`src/rtl/conv_window_gen.sv`:
```
// 3x3 convolution window producer: two line buffers plus a 3x3 register window over a raster pixel stream.
// Optional WIN_SOF_SYNC_EN adds pix_sof_i, which forces the accepted pixel to position (0,0).
module conv_window_gen #(
  parameter int DATA_W = 8,
  parameter int IMG_W  = 28,
  parameter int IMG_H  = 28
) (
  input  logic                clk,
  input  logic                rst,
  input  logic [DATA_W-1:0]   pix_i,
  input  logic                pix_valid_i,
  output logic                pix_ready_o,
`ifdef WIN_SOF_SYNC_EN
  input  logic                pix_sof_i,
`endif
  output logic [9*DATA_W-1:0] win_o,
  output logic                win_valid_o,
  input  logic                win_ready_i,
  output logic                win_last_o
);

  localparam int CW = (IMG_W > 1) ? $clog2(IMG_W) : 1;
  localparam int RW = (IMG_H > 1) ? $clog2(IMG_H) : 1;
  localparam logic [CW-1:0] COL_LAST = CW'(IMG_W - 1);
  localparam logic [RW-1:0] ROW_LAST = RW'(IMG_H - 1);

  // Handshake: a transfer happens on a rising edge where valid and ready are both high.
  // win_o/win_last_o stay stable while win_valid_o is high and win_ready_i is low;
  // pix_ready_o drops only in that stalled case, so the window never changes under a stall.

  logic [CW-1:0]     col_q, cur_col;
  logic [RW-1:0]     row_q, cur_row;
  logic [DATA_W-1:0] lb0 [IMG_W];
  logic [DATA_W-1:0] lb1 [IMG_W];
  logic [DATA_W-1:0] win_q [3][3];
  logic [DATA_W-1:0] lb0_rd, lb1_rd;
  logic              accept;
  logic              pos_valid, pos_last;

  assign pix_ready_o = !win_valid_o || win_ready_i;
  assign accept      = pix_valid_i && pix_ready_o;

  // Position of the pixel being accepted this cycle (start-of-frame overrides the counters).
  always_comb begin
    cur_col = col_q;
    cur_row = row_q;
`ifdef WIN_SOF_SYNC_EN
    if (pix_sof_i) begin
      cur_col = '0;
      cur_row = '0;
    end
`endif
  end

  assign lb0_rd    = lb0[cur_col];
  assign lb1_rd    = lb1[cur_col];
  assign pos_valid = (cur_row >= RW'(2)) && (cur_col >= CW'(2));
  assign pos_last  = (cur_row == ROW_LAST) && (cur_col == COL_LAST);

  always_ff @(posedge clk or posedge rst) begin
    if (rst) begin
      col_q <= '0;
      row_q <= '0;
    end else if (accept) begin
      if (cur_col == COL_LAST) begin
        col_q <= '0;
        row_q <= (cur_row == ROW_LAST) ? '0 : cur_row + RW'(1);
      end else begin
        col_q <= cur_col + CW'(1);
        row_q <= cur_row;
      end
    end
  end

  // Line buffer contents are don't-care after reset, so they carry no reset.
  always_ff @(posedge clk) begin
    if (accept) begin
      lb1[cur_col] <= lb0_rd;
      lb0[cur_col] <= pix_i;
    end
  end

  always_ff @(posedge clk or posedge rst) begin
    if (rst) begin
      for (int r = 0; r < 3; r++) begin
        for (int c = 0; c < 3; c++) begin
          win_q[r][c] <= '0;
        end
      end
    end else if (accept) begin
      for (int r = 0; r < 3; r++) begin
        win_q[r][0] <= win_q[r][1];
        win_q[r][1] <= win_q[r][2];
      end
      win_q[0][2] <= lb1_rd;
      win_q[1][2] <= lb0_rd;
      win_q[2][2] <= pix_i;
    end
  end

  always_ff @(posedge clk or posedge rst) begin
    if (rst) begin
      win_valid_o <= 1'b0;
      win_last_o  <= 1'b0;
    end else if (accept) begin
      win_valid_o <= pos_valid;
      win_last_o  <= pos_last;
    end else if (win_ready_i) begin
      win_valid_o <= 1'b0;
      win_last_o  <= 1'b0;
    end
  end

  // Row-major packing, top-left element in the MSBs, newest pixel in the LSBs.
  for (genvar r = 0; r < 3; r++) begin : g_row
    for (genvar c = 0; c < 3; c++) begin : g_col
      assign win_o[(9-(3*r+c))*DATA_W-1 -: DATA_W] = win_q[r][c];
    end
  end

endmodule
```
`config.mk`:
```
export PLATFORM = sky130hd
export DESIGN_NAME = conv_window_gen
export DESIGN_NICKNAME = d
export VERILOG_FILES = /design/src/rtl/conv_window_gen.sv
export SDC_FILE = /design/constraint.sdc
export NUM_CORES = 1
export LEC_CHECK = 0
export BUFFER_PORTS_ARGS = -buffer_cell sky130_fd_sc_hd__buf_2
export CORE_MARGIN = 3
export CORE_UTILIZATION = 60
export DETAILED_ROUTE_END_ITERATION = 7
export PLACE_DENSITY = 0.78
export SYNTH_ARGS = -nofsm -noshare
export SYNTH_HDL_FRONTEND = slang
export SYNTH_SLANG_ARGS = --single-unit
```
`constraint.sdc`:
```
create_clock -name clk -period 3.8 [get_ports clk]
set_input_delay 0.38 -clock clk [delete_from_list [all_inputs] [get_ports clk]]
set_output_delay 0.38 -clock clk [all_outputs]
set_load 0.1 [all_outputs]
```
==> flow_results.org, run 1 <==
** Status
- The run finished, with violations left.
- Violations in the final reports :: negative hold slack

** Timing
- Final number of max-transition violations :: 0
- Worst Hold Margin :: -12.10 ps
- Unrepaired setup endpoints after global routing :: false
- After routing, the total negative slack on setup checks comes to 0 ps.
- Derived from the worst setup path, the maximum achievable clock frequency is 328.8 MHz.
- Setup violations remaining at the end of the flow were counted as 0.
- At the pin with the least slew margin, the transition time is 976.8 ps.
- The routed design could run at a clock period as short as 3041 ps.
- Across the routed clock network, the largest skew measured is 18.36 ps.
- Number of hold-slack violations in the final timing report :: 37
- The worst pin sits at a relative slew slack of 34.74%.
- Portion of the clock cycle consumed by the worst path in the final layout :: 80.02%

** Clock network
- After clock tree synthesis, the clock-pin slew on the worst setup and hold paths is 60 ps.
- Number of sinks driven by the clock tree :: 532
- TritonCTS built the clock tree.
- The clock reaches the later pin of the worst-skew pair after 570 ps.
- Cts repair resizes :: 0
- Count of hold buffers inserted by post-cts repair :: 0
- CTS built an H-tree with a depth of 2.
- Max Root-Sink Buffers :: 3
- The root buffer cell chosen for the clock tree is sky130_fd_sc_hd__clkbuf_16.
- Inserted Clock Buffers :: 52
- After clock tree synthesis, the setup repair step added 0 buffers.

** Global route
- Entering global routing, the biggest net connects 63 pins.
- Total routing resource utilization after global routing :: 26.90%
- The first global-routing pass estimated 72730 microns of wire.
- Summed over all layers, the global routing overflow is 0.
- Vias in the first global route :: 11630
- Number of antenna violations at the first check in global routing :: 0

** Placed design
- The congestion estimate from routability-driven global placement came to 0.9266.
- Port Buffer Count :: 86
- Detailed placement finished with a half-perimeter wire length of 29680 microns.

** Worst setup path
- Data arrives at the worst endpoint at 3230 ps.
- The worst setup path is captured at a register.
- Flop-to-flop setup slack :: 760 ps
- In this run the worst path has a maximum fanout of 23.
- The worst register-to-register path begins at col_q[4].
- Path type of the worst setup path :: reg -> reg
- STA puts the critical path data required time at 3990 ps.
- Type of element launching the critical path :: register
- Critical Path Start :: col_q[4]
- The number of cells on the worst reg-to-reg path is 4.

** Logic synthesis
- Number of synthesized flops with an enable pin :: 448
- Largest cells by area after synthesis :: sky130_fd_sc_hd__edfxtp_1 (65%), sky130_fd_sc_hd__dfrtp_1 (10%), sky130_fd_sc_hd__mux2i_1 (6.4%)
- Mapped Nets :: 1250
- The share of synthesized area in the top cell type comes to 64.92%.
- The synthesized design contains 532 register bits.
- Sequential cells were found to cover 75.07% of the synthesized design area.
- Share of synthesized flip-flops with an asynchronous set or reset :: 15.79%
- Most instantiated flip-flop cell in the synthesis netlist :: sky130_fd_sc_hd__edfxtp_1
- Post-synthesis cell type count :: 50
- Average size of a mapped cell :: 16.82 sq um
- In this run the cell area of the synthesized design comes to 20720 sq um.
- The Yosys step of the flow raised 0 warnings.
- Synthesis produced 1232 cells.
- The synthesized design spends more area on one cell type than any other, namely sky130_fd_sc_hd__edfxtp_1.

** Pwr
- Proportion of total power due to net switching :: 38.85%
- Of the total power, registers draw 39.9%.
- For this design the total switching power over the nets is 8.207 mW.
- In this run the static leakage power is 8.693 nW.
- Share of total power in the clock network :: 24.6%
- Int Power :: 12.92 mW
- The worst-case IR drop observed on VDD is 0.8742 mV.
- PwrDens :: 895.7 nW/um^2
- Comb pwr share :: 35.5%

** Route
- Across all layers, the routed design uses 11640 vias.
- The detail route stage leaves a number of antenna-violating nets equal to 0.
- Drc violations :: 0
- For this block, the routed nets add up to 48790 microns of wire.
- First-iteration detailed-routing DRC count :: 1443
- For this run, the detailed router's first-pass iteration total came to 6.
- After detailed routing, the number of vias per cell comes to 6.273.
- After detailed routing, the average wire length per cell comes to 26.30 microns.

** Final layout
- Cells fill 69.80% of the core in the end.
- In the final layout, the share of cells above drive strength 1 is 21.89%.
- Combined flip-flop and latch cell area :: 15560 sq um
- The library cell used most frequently in the layout, excluding fill and tap cells, is sky130_fd_sc_hd__edfxtp_1.
- The library cells used most frequently in the layout, excluding fill and tap cells, are sky130_fd_sc_hd__edfxtp_1 (448), sky130_fd_sc_hd__nand2_1 (190), sky130_fd_sc_hd__mux2i_1 (132).
- The number of antenna diodes in the final layout is 0.
- The net count of the finished layout is 1384.
- Area delta synth->final :: 13.81%
- Counting the fill cells in the layout gives 2115.
- Combined area of the multi-input logic cells :: 4797 sq um

** Floorplanning
- Once the floorplan was initialized, standard cells occupied 61.33% of the core.
- Row generation in the floorplan step produced 67 rows.
- Floorplan Core Area :: 33780 sq um
- During I/O placement, the number of pins put on the boundary was 87.
- Overall die area :: 36800 sq um
- Die boundary height :: 191.8 microns
- The die is 191.8 microns wide.

** Hold path
- Path category of the worst min-delay check :: in -> async

** Flow run
- Reported max-cap violation count :: 0
[power groups by stage]
| stage | Combinational [mW] | Sequential, mW | Clock (mW) |
|---|---|---|---|
| 2_1_floorplan | 3.33 | 10.5 | 0 |
| 3_3_place_gp | 7.26 | 8.49 | 0 |
| 3_5_place_dp | 7.41 | 8.52 | 0 |
| 4_1_cts | 7.46 | 8.41 | 5.25 |
| 5_1_grt | 7.85 | 8.48 | 5.49 |
| 6_report | 7.49 | 8.42 | 5.21 |
[cell families (layout without fill, tap and decap cells)]
family                   after synthesis  after routing  synth area share [%]
XOR/XNOR                               1              1               0.04228
flip-flops                           532            532                 75.07
adder cells (fa/ha/maj)                6              6                0.3623
AND/OR/NAND/NOR                      313            313                 6.660
multiplexers                         194            194                 12.14
buffers and inverters                 73            248                 1.920
AO/OA/AOI/OAI                        113            113                 3.810
[routing by layer]
metal  track usage [%]  vias up  part of all wire (%)
li1                  -     5003                     -
met1             37.47     5892                    39
met2             43.44      631                    48
met3             5.439      110                   9.3
met4             8.637        0                   3.1
met5                 0        -                     0
[Yosys cell counts, types with 17 or more instances]
cell type / instances
sky130_fd_sc_hd__dfrtp_1: 84
sky130_fd_sc_hd__buf_2: 24
sky130_fd_sc_hd__mux2_2: 18
sky130_fd_sc_hd__mux2i_1: 132
sky130_fd_sc_hd__nand3_1: 31
sky130_fd_sc_hd__o22ai_1: 26
sky130_fd_sc_hd__edfxtp_1: 448
sky130_fd_sc_hd__nor2_1: 39
sky130_fd_sc_hd__clkbuf_1: 17
sky130_fd_sc_hd__a22oi_1: 30
sky130_fd_sc_hd__mux4_2: 44
sky130_fd_sc_hd__nand2_1: 191
[final cells by class]
class | count | area share, %
clock buffer | 64 | 5.969
clock inverter | 31 | 1.401
inverter | 6 | 0.1008
multi-input combinational | 627 | 20.34
sequential | 532 | 65.99
tap | 448 | 2.377
timing repair buffer | 147 | 3.820
[flip-flops by register name (all words and copies together) (netlist names)]
name and cells:
win_last_o 1, win_valid_o 1, win_o 72, cur_row 5, lb1 224, lb0 224
col_q 5
[path summary, 6_finish.rpt]
kind / end
max: lb1[8][7]
max reg2reg: lb1[8][7]
max in group asynchronous: win_o[58]
min: cur_row[1]
min in group clk: win_last_o
min reg2reg: win_o[23]
[worst max-delay path: stages, from the launching register on]
cell and delay (ps):
sky130_fd_sc_hd__dfrtp_1 580, sky130_fd_sc_hd__buf_4 340, sky130_fd_sc_hd__nand2b_1 380, sky130_fd_sc_hd__nor2_1 540
sky130_fd_sc_hd__and3_1 810
[through the flow]
stage | area, sq um | power [mW] | worst slack (ps) | instances
final | 23580 | 21.12 | 759.1 | 1855
after detailed placement | 21840 | 15.93 | 826.3 | 1760
after global routing | 23580 | 21.82 | 596.3 | 1855
after floorplan | 20720 | 13.80 | 46.08 | 1232
after CTS | 23580 | 21.12 | 788.9 | 1855
after global placement | 21840 | 15.75 | 855.1 | 1760
No activity file was read; power rests on OpenSTA's default activity.
==> inputs of run 2 (changes only) <==
--- a/config.mk
+++ b/config.mk
@@ -5,11 +5,12 @@
 export SDC_FILE = /design/constraint.sdc
 export NUM_CORES = 1
 export LEC_CHECK = 0
+export ABC_AREA = 1
 export BUFFER_PORTS_ARGS = -buffer_cell sky130_fd_sc_hd__buf_2
 export CORE_MARGIN = 3
-export CORE_UTILIZATION = 60
+export CORE_UTILIZATION = 56
 export DETAILED_ROUTE_END_ITERATION = 7
-export PLACE_DENSITY = 0.78
+export PLACE_DENSITY = 0.76
 export SYNTH_ARGS = -nofsm -noshare
 export SYNTH_HDL_FRONTEND = slang
 export SYNTH_SLANG_ARGS = --single-unit
==> constraint.sdc (replaced) <==
create_clock -name clk -period 2.55 [get_ports clk]
set_input_delay 0.255 -clock clk [delete_from_list [all_inputs] [get_ports clk]]
set_output_delay 0.255 -clock clk [all_outputs]
set_load 0.1 [all_outputs]
==> run 2 against run 1 <==
Net effect:
- the run now ends clean
- non-clock buffer count grew 29
- cell count grew 55%
- worst hold slack gained 32 ps
- routed wire length grew 12%
- fmax grew 26%
- via count grew 34%
- sequential cell count is the same
- sequential share of layout area shrank 5.4 points
- cell area grew 8.9%
- clock power grew 41%
- critical endpoint is now win_o[51]
- largest cell class unchanged
==> flow_results.org, run 2 <==
** Status
- Result of the run :: finished clean

** Final layout
- The post-route netlist has 13.20% of its cells at a drive strength greater than 1.
- Post-layout instance count excluding filler cells :: 2874
- Area delta synth->final :: 14.71%
- Final layout net count :: 2333
- 0 antenna diodes ended up in the layout.
- Leading cell types in the layout, fill and taps excluded :: sky130_fd_sc_hd__nand2_1 (897), sky130_fd_sc_hd__edfxtp_1 (448), sky130_fd_sc_hd__inv_1 (242)
- Most common library cell in the layout ignoring fill and taps :: sky130_fd_sc_hd__nand2_1

** Timing
- Highest Clock Rate :: 414.5 MHz
- Across all hold checks on the routed design, the worst slack comes to 19.58 ps.
- Setup violations remaining at the end of the flow were counted as 0.
- Largest clock skew in the final design :: 13.31 ps
- Final number of max-transition violations :: 0
- The total count of hold-check failures in the final report is 0.
- After layout, the minimum clock period comes to 2412 ps.
- Worst Max-Slew Pin Slew :: 806.6 ps
- Setup repair after global routing left no endpoint under its margin.
- In this run the tightest slew margin relative to its limit is 46.23%.
- Total negative slack :: 0 ps
- After layout, the worst path uses 94.60% of the clock period.

** Worst setup path
- Termination of the worst setup path :: win_o[51]
- Type of element launching the critical path :: register
- Destination of the worst register-to-register timing path :: win_o[51]
- Delay of the slowest cell on the worst path :: 490 ps
- The signal on the critical path passes through buf_12, buf_4, nand2_1, nand3_1, nand2_1, nand2_1, nand2_1, nor2_1, nand3_1, nand2_1, inv_1.
- Endpoint arrival time on the critical path :: 2900 ps
- Crit path buf inv count :: 3
- For this design, the slowest cell found on the critical path is sky130_fd_sc_hd__dfrtp_4.
- Kind of cell adding the most delay to the critical path :: simple AND/OR/NAND/NOR gates
- Tracing the worst setup path back leads to its startpoint at col_q[0].
- The critical path runs through a total of 11 cells.
- Path type of the worst setup path :: reg -> reg
- The worst setup path is captured at a register.
- Cell repeated most along the worst path :: sky130_fd_sc_hd__nand2_1
- Largest fanout of any net on the critical path :: 119
- For the worst setup path, the data required time is 3040 ps.
- Flop-to-flop setup slack :: 140 ps
- The worst register-to-register path has a depth of 11.
- FF-to-FF Start :: col_q[0]

** Logic synthesis
- Area share of and/or/nand/nor cells after synthesis :: 20.85%
- Among all cell types in the netlist, the one instantiated most often is sky130_fd_sc_hd__nand2_1.
- Xor-xnor portion of the synthesized cell area :: 0.03911%
- Of the total synthesized cell area, the portion taken by full adders, half adders and majority gates is 0.3353%.
- Counting distinct cell types in the post-synthesis netlist gives 32.
- Most instantiated flip-flop cell in the synthesis netlist :: sky130_fd_sc_hd__edfxtp_1
- By area, the combinational part of the netlist is dominated by simple AND/OR/NAND/NOR gates.
- Number of synthesis warnings :: 0
- Seq cells post-synth :: 532
- Cell type contributing the most total cell area after synthesis :: sky130_fd_sc_hd__edfxtp_1
- Counting flops with a built-in enable in the synthesized netlist gives 448.
- Synthesis produced a netlist with a net count of 2200.
- The mapped netlist covers 22390 sq um.
- Post-synthesis compound-gate area fraction :: 2.844%
- Largest cells by area after synthesis :: sky130_fd_sc_hd__edfxtp_1 (60%), sky130_fd_sc_hd__nand2_1 (15%), sky130_fd_sc_hd__dfrtp_1 (9.4%)
- Of the post-synthesis cell area, the dominant cell type holds 60.08%.
- Post-synthesis instance total :: 2182
- Sorting the synthesized cells by how often they occur yields sky130_fd_sc_hd__nand2_1 (899), sky130_fd_sc_hd__edfxtp_1 (448), sky130_fd_sc_hd__inv_1 (243).
- Fraction of synthesized area in multiplexers :: 0%
- A synthesized cell averages 10.26 sq um.
- Share of synthesized flip-flops with an asynchronous set or reset :: 15.79%
- Sequential elements use 69.46% of the synthesized area.

** Global route
- First-pass GRT wire length :: 84390 microns
- Number of antenna violations at the first check in global routing :: 0
- Leftover overflow at the end of global routing :: 0
- Global routing consumed, over all layers together, 26.14% of the routing resources.
- Vias in the first global route :: 15000
- Entering global routing, the biggest net connects 120 pins.

** Floorplanning
- Number of primary I/O pins :: 87
- The initialized floorplan defines 72 standard-cell rows.
- For this configuration, the core starts out at a cell density of 57.27%.
- The floorplan step set the die height to 206.0 microns.
- Overall die area :: 42420 sq um
- Floorplan die width :: 206.0 microns
- After floorplanning, the core was sized to cover 39100 sq um.

** Pwr
- Leakage dissipation :: 11.25 nW
- PwrDens :: 1331 nW/um^2
- VDD sags by at most 0.7957 mV.

** Placed design
- At the end of routability-driven placement, the weighted congestion stood at 0.8740.
- Dpl cells :: 2777
- After legalization and detailed placement, the total HPWL measured 33170 microns.
- Input and output buffers added on the ports amount to 86.

** Route
- Post-route ant nets :: 0
- Dividing the detail-routed wire length by the instance count gives 19.03 microns.
- The detailed router finished its first iteration with 1705 violations.
- TritonRoute pass-1 iters :: 7
- Final wirelength :: 54700 microns
- Post-detailed-route via-to-cell ratio :: 5.416
- In the routed design, unresolved DRC markers number 0.
- Summing over every cut layer, the via total after detailed routing is 15570.

** Clock network
- Post-CTS Setup Repair Bufs :: 0
- H-tree levels :: 2
- Clock latency on the worst-skew pair, taken at its later pin, is 590 ps.
- Clock tree from TritonCTS :: yes
- Max Root-Sink Buffers :: 3
- Clock tree synthesis found a total of 532 sinks.
- Clock root buffer :: sky130_fd_sc_hd__clkbuf_16
- Clock Pin Slew Worst Setup and Hold Paths :: 60 ps
- TritonCTS created 53 clock buffers.

** Hold path
- The startpoint identified for the worst hold timing path is win_ready_i.
- Path category of the worst min-delay check :: in -> reg

** Flow run
- Reported max-cap violation count :: 0
-- run 2: cell types whose count changed after synthesis, sizes merged, moves of 27 or more --
| cell | change |
|---|---|
| mux4 | -44 |
| a22oi | -30 |
| nand3 | +103 |
| nor2 | +93 |
| inv | +245 |
| buf | +27 |
| mux2i | -132 |
| nand2 | +708 |
| o21ai | +86 |
-- run 2: stage by stage --
| stage | setup slack, ps | total power [mW] | util, % | area [sq um] |
|---|---|---|---|---|
| floorplan | -59.66 | 22.07 | - | 22520 |
| global placement | 182.5 | 26.51 | 61.49 | 24040 |
| finish | 137.7 | 34.19 | 65.70 | 25690 |
| detailed placement | 166.4 | 26.81 | 61.49 | 24040 |
| global route | 34.34 | 35.77 | 65.70 | 25690 |
| CTS | 129.5 | 34.18 | 65.69 | 25680 |
-- run 2: logic make-up (layout without fill, tap and decap cells) --
logic type / count (synthesis) / in the layout
AOI/OAI and AO/OA: 121 / 121
xor gates and xnor gates: 1 / 1
and+or+nand+nor: 1172 / 1172
buffers and inverters: 350 / 524
DFF: 532 / 532
adders and majority gates: 6 / 6
-- run 2: worst min-delay path by stage --
stage	to	slack [ps]	cells after the start
floorplan	lb0[0][0]	350	0
global placement	win_o[67]	270	2
detailed placement	win_o[67]	270	2
CTS	win_valid_o	7	4
global route	win_last_o	60	4
finish	win_valid_o	20	4
-- run 2: area by class of cell --
class / count / area, sq um
sequential: 532 / 15560
fill: 2814 / 13410
multi-input combinational: 1300 / 5524
clock buffer: 75 / 1504
timing repair buffer: 176 / 1359
inverter: 252 / 959.7
tap: 518 / 648.1
clock inverter: 21 / 128.9
-- run 2: per-layer routing --
metal,track usage [%],vias to the layer above,wire length [microns],share of wire (%)
met5,0,-,0,0
met4,10.52,0,2017,3.7
met3,4.442,122,5188,9.5
met2,43.28,763,26360,48
met1,34.78,7414,21140,39
li1,-,7268,-,-
-- run 2: power breakdown --
| part | leakage (nW) | internal (mW) | switching (mW) |
|---|---|---|---|
| clock | 0.810 | 4.19 | 3.16 |
| sequential | 5.09 | 11.8 | 0.529 |
| combinational | 5.35 | 3.24 | 11.2 |
-- run 2: timing repair --
action / in CTS / in global routing
setup endpoints to repair: 0 / 3
resized for setup: 0 / 1
hold buffers: 1 / 0
hold endpoints to repair: 24 / 0
-- run 2: worst min-delay path, delay by kind of cell --
kind / cells / cell delay, ps
AO/OA/AOI/OAI: 1 / 70
buffers and inverters: 2 / 160
AND/OR/NAND/NOR: 1 / 80
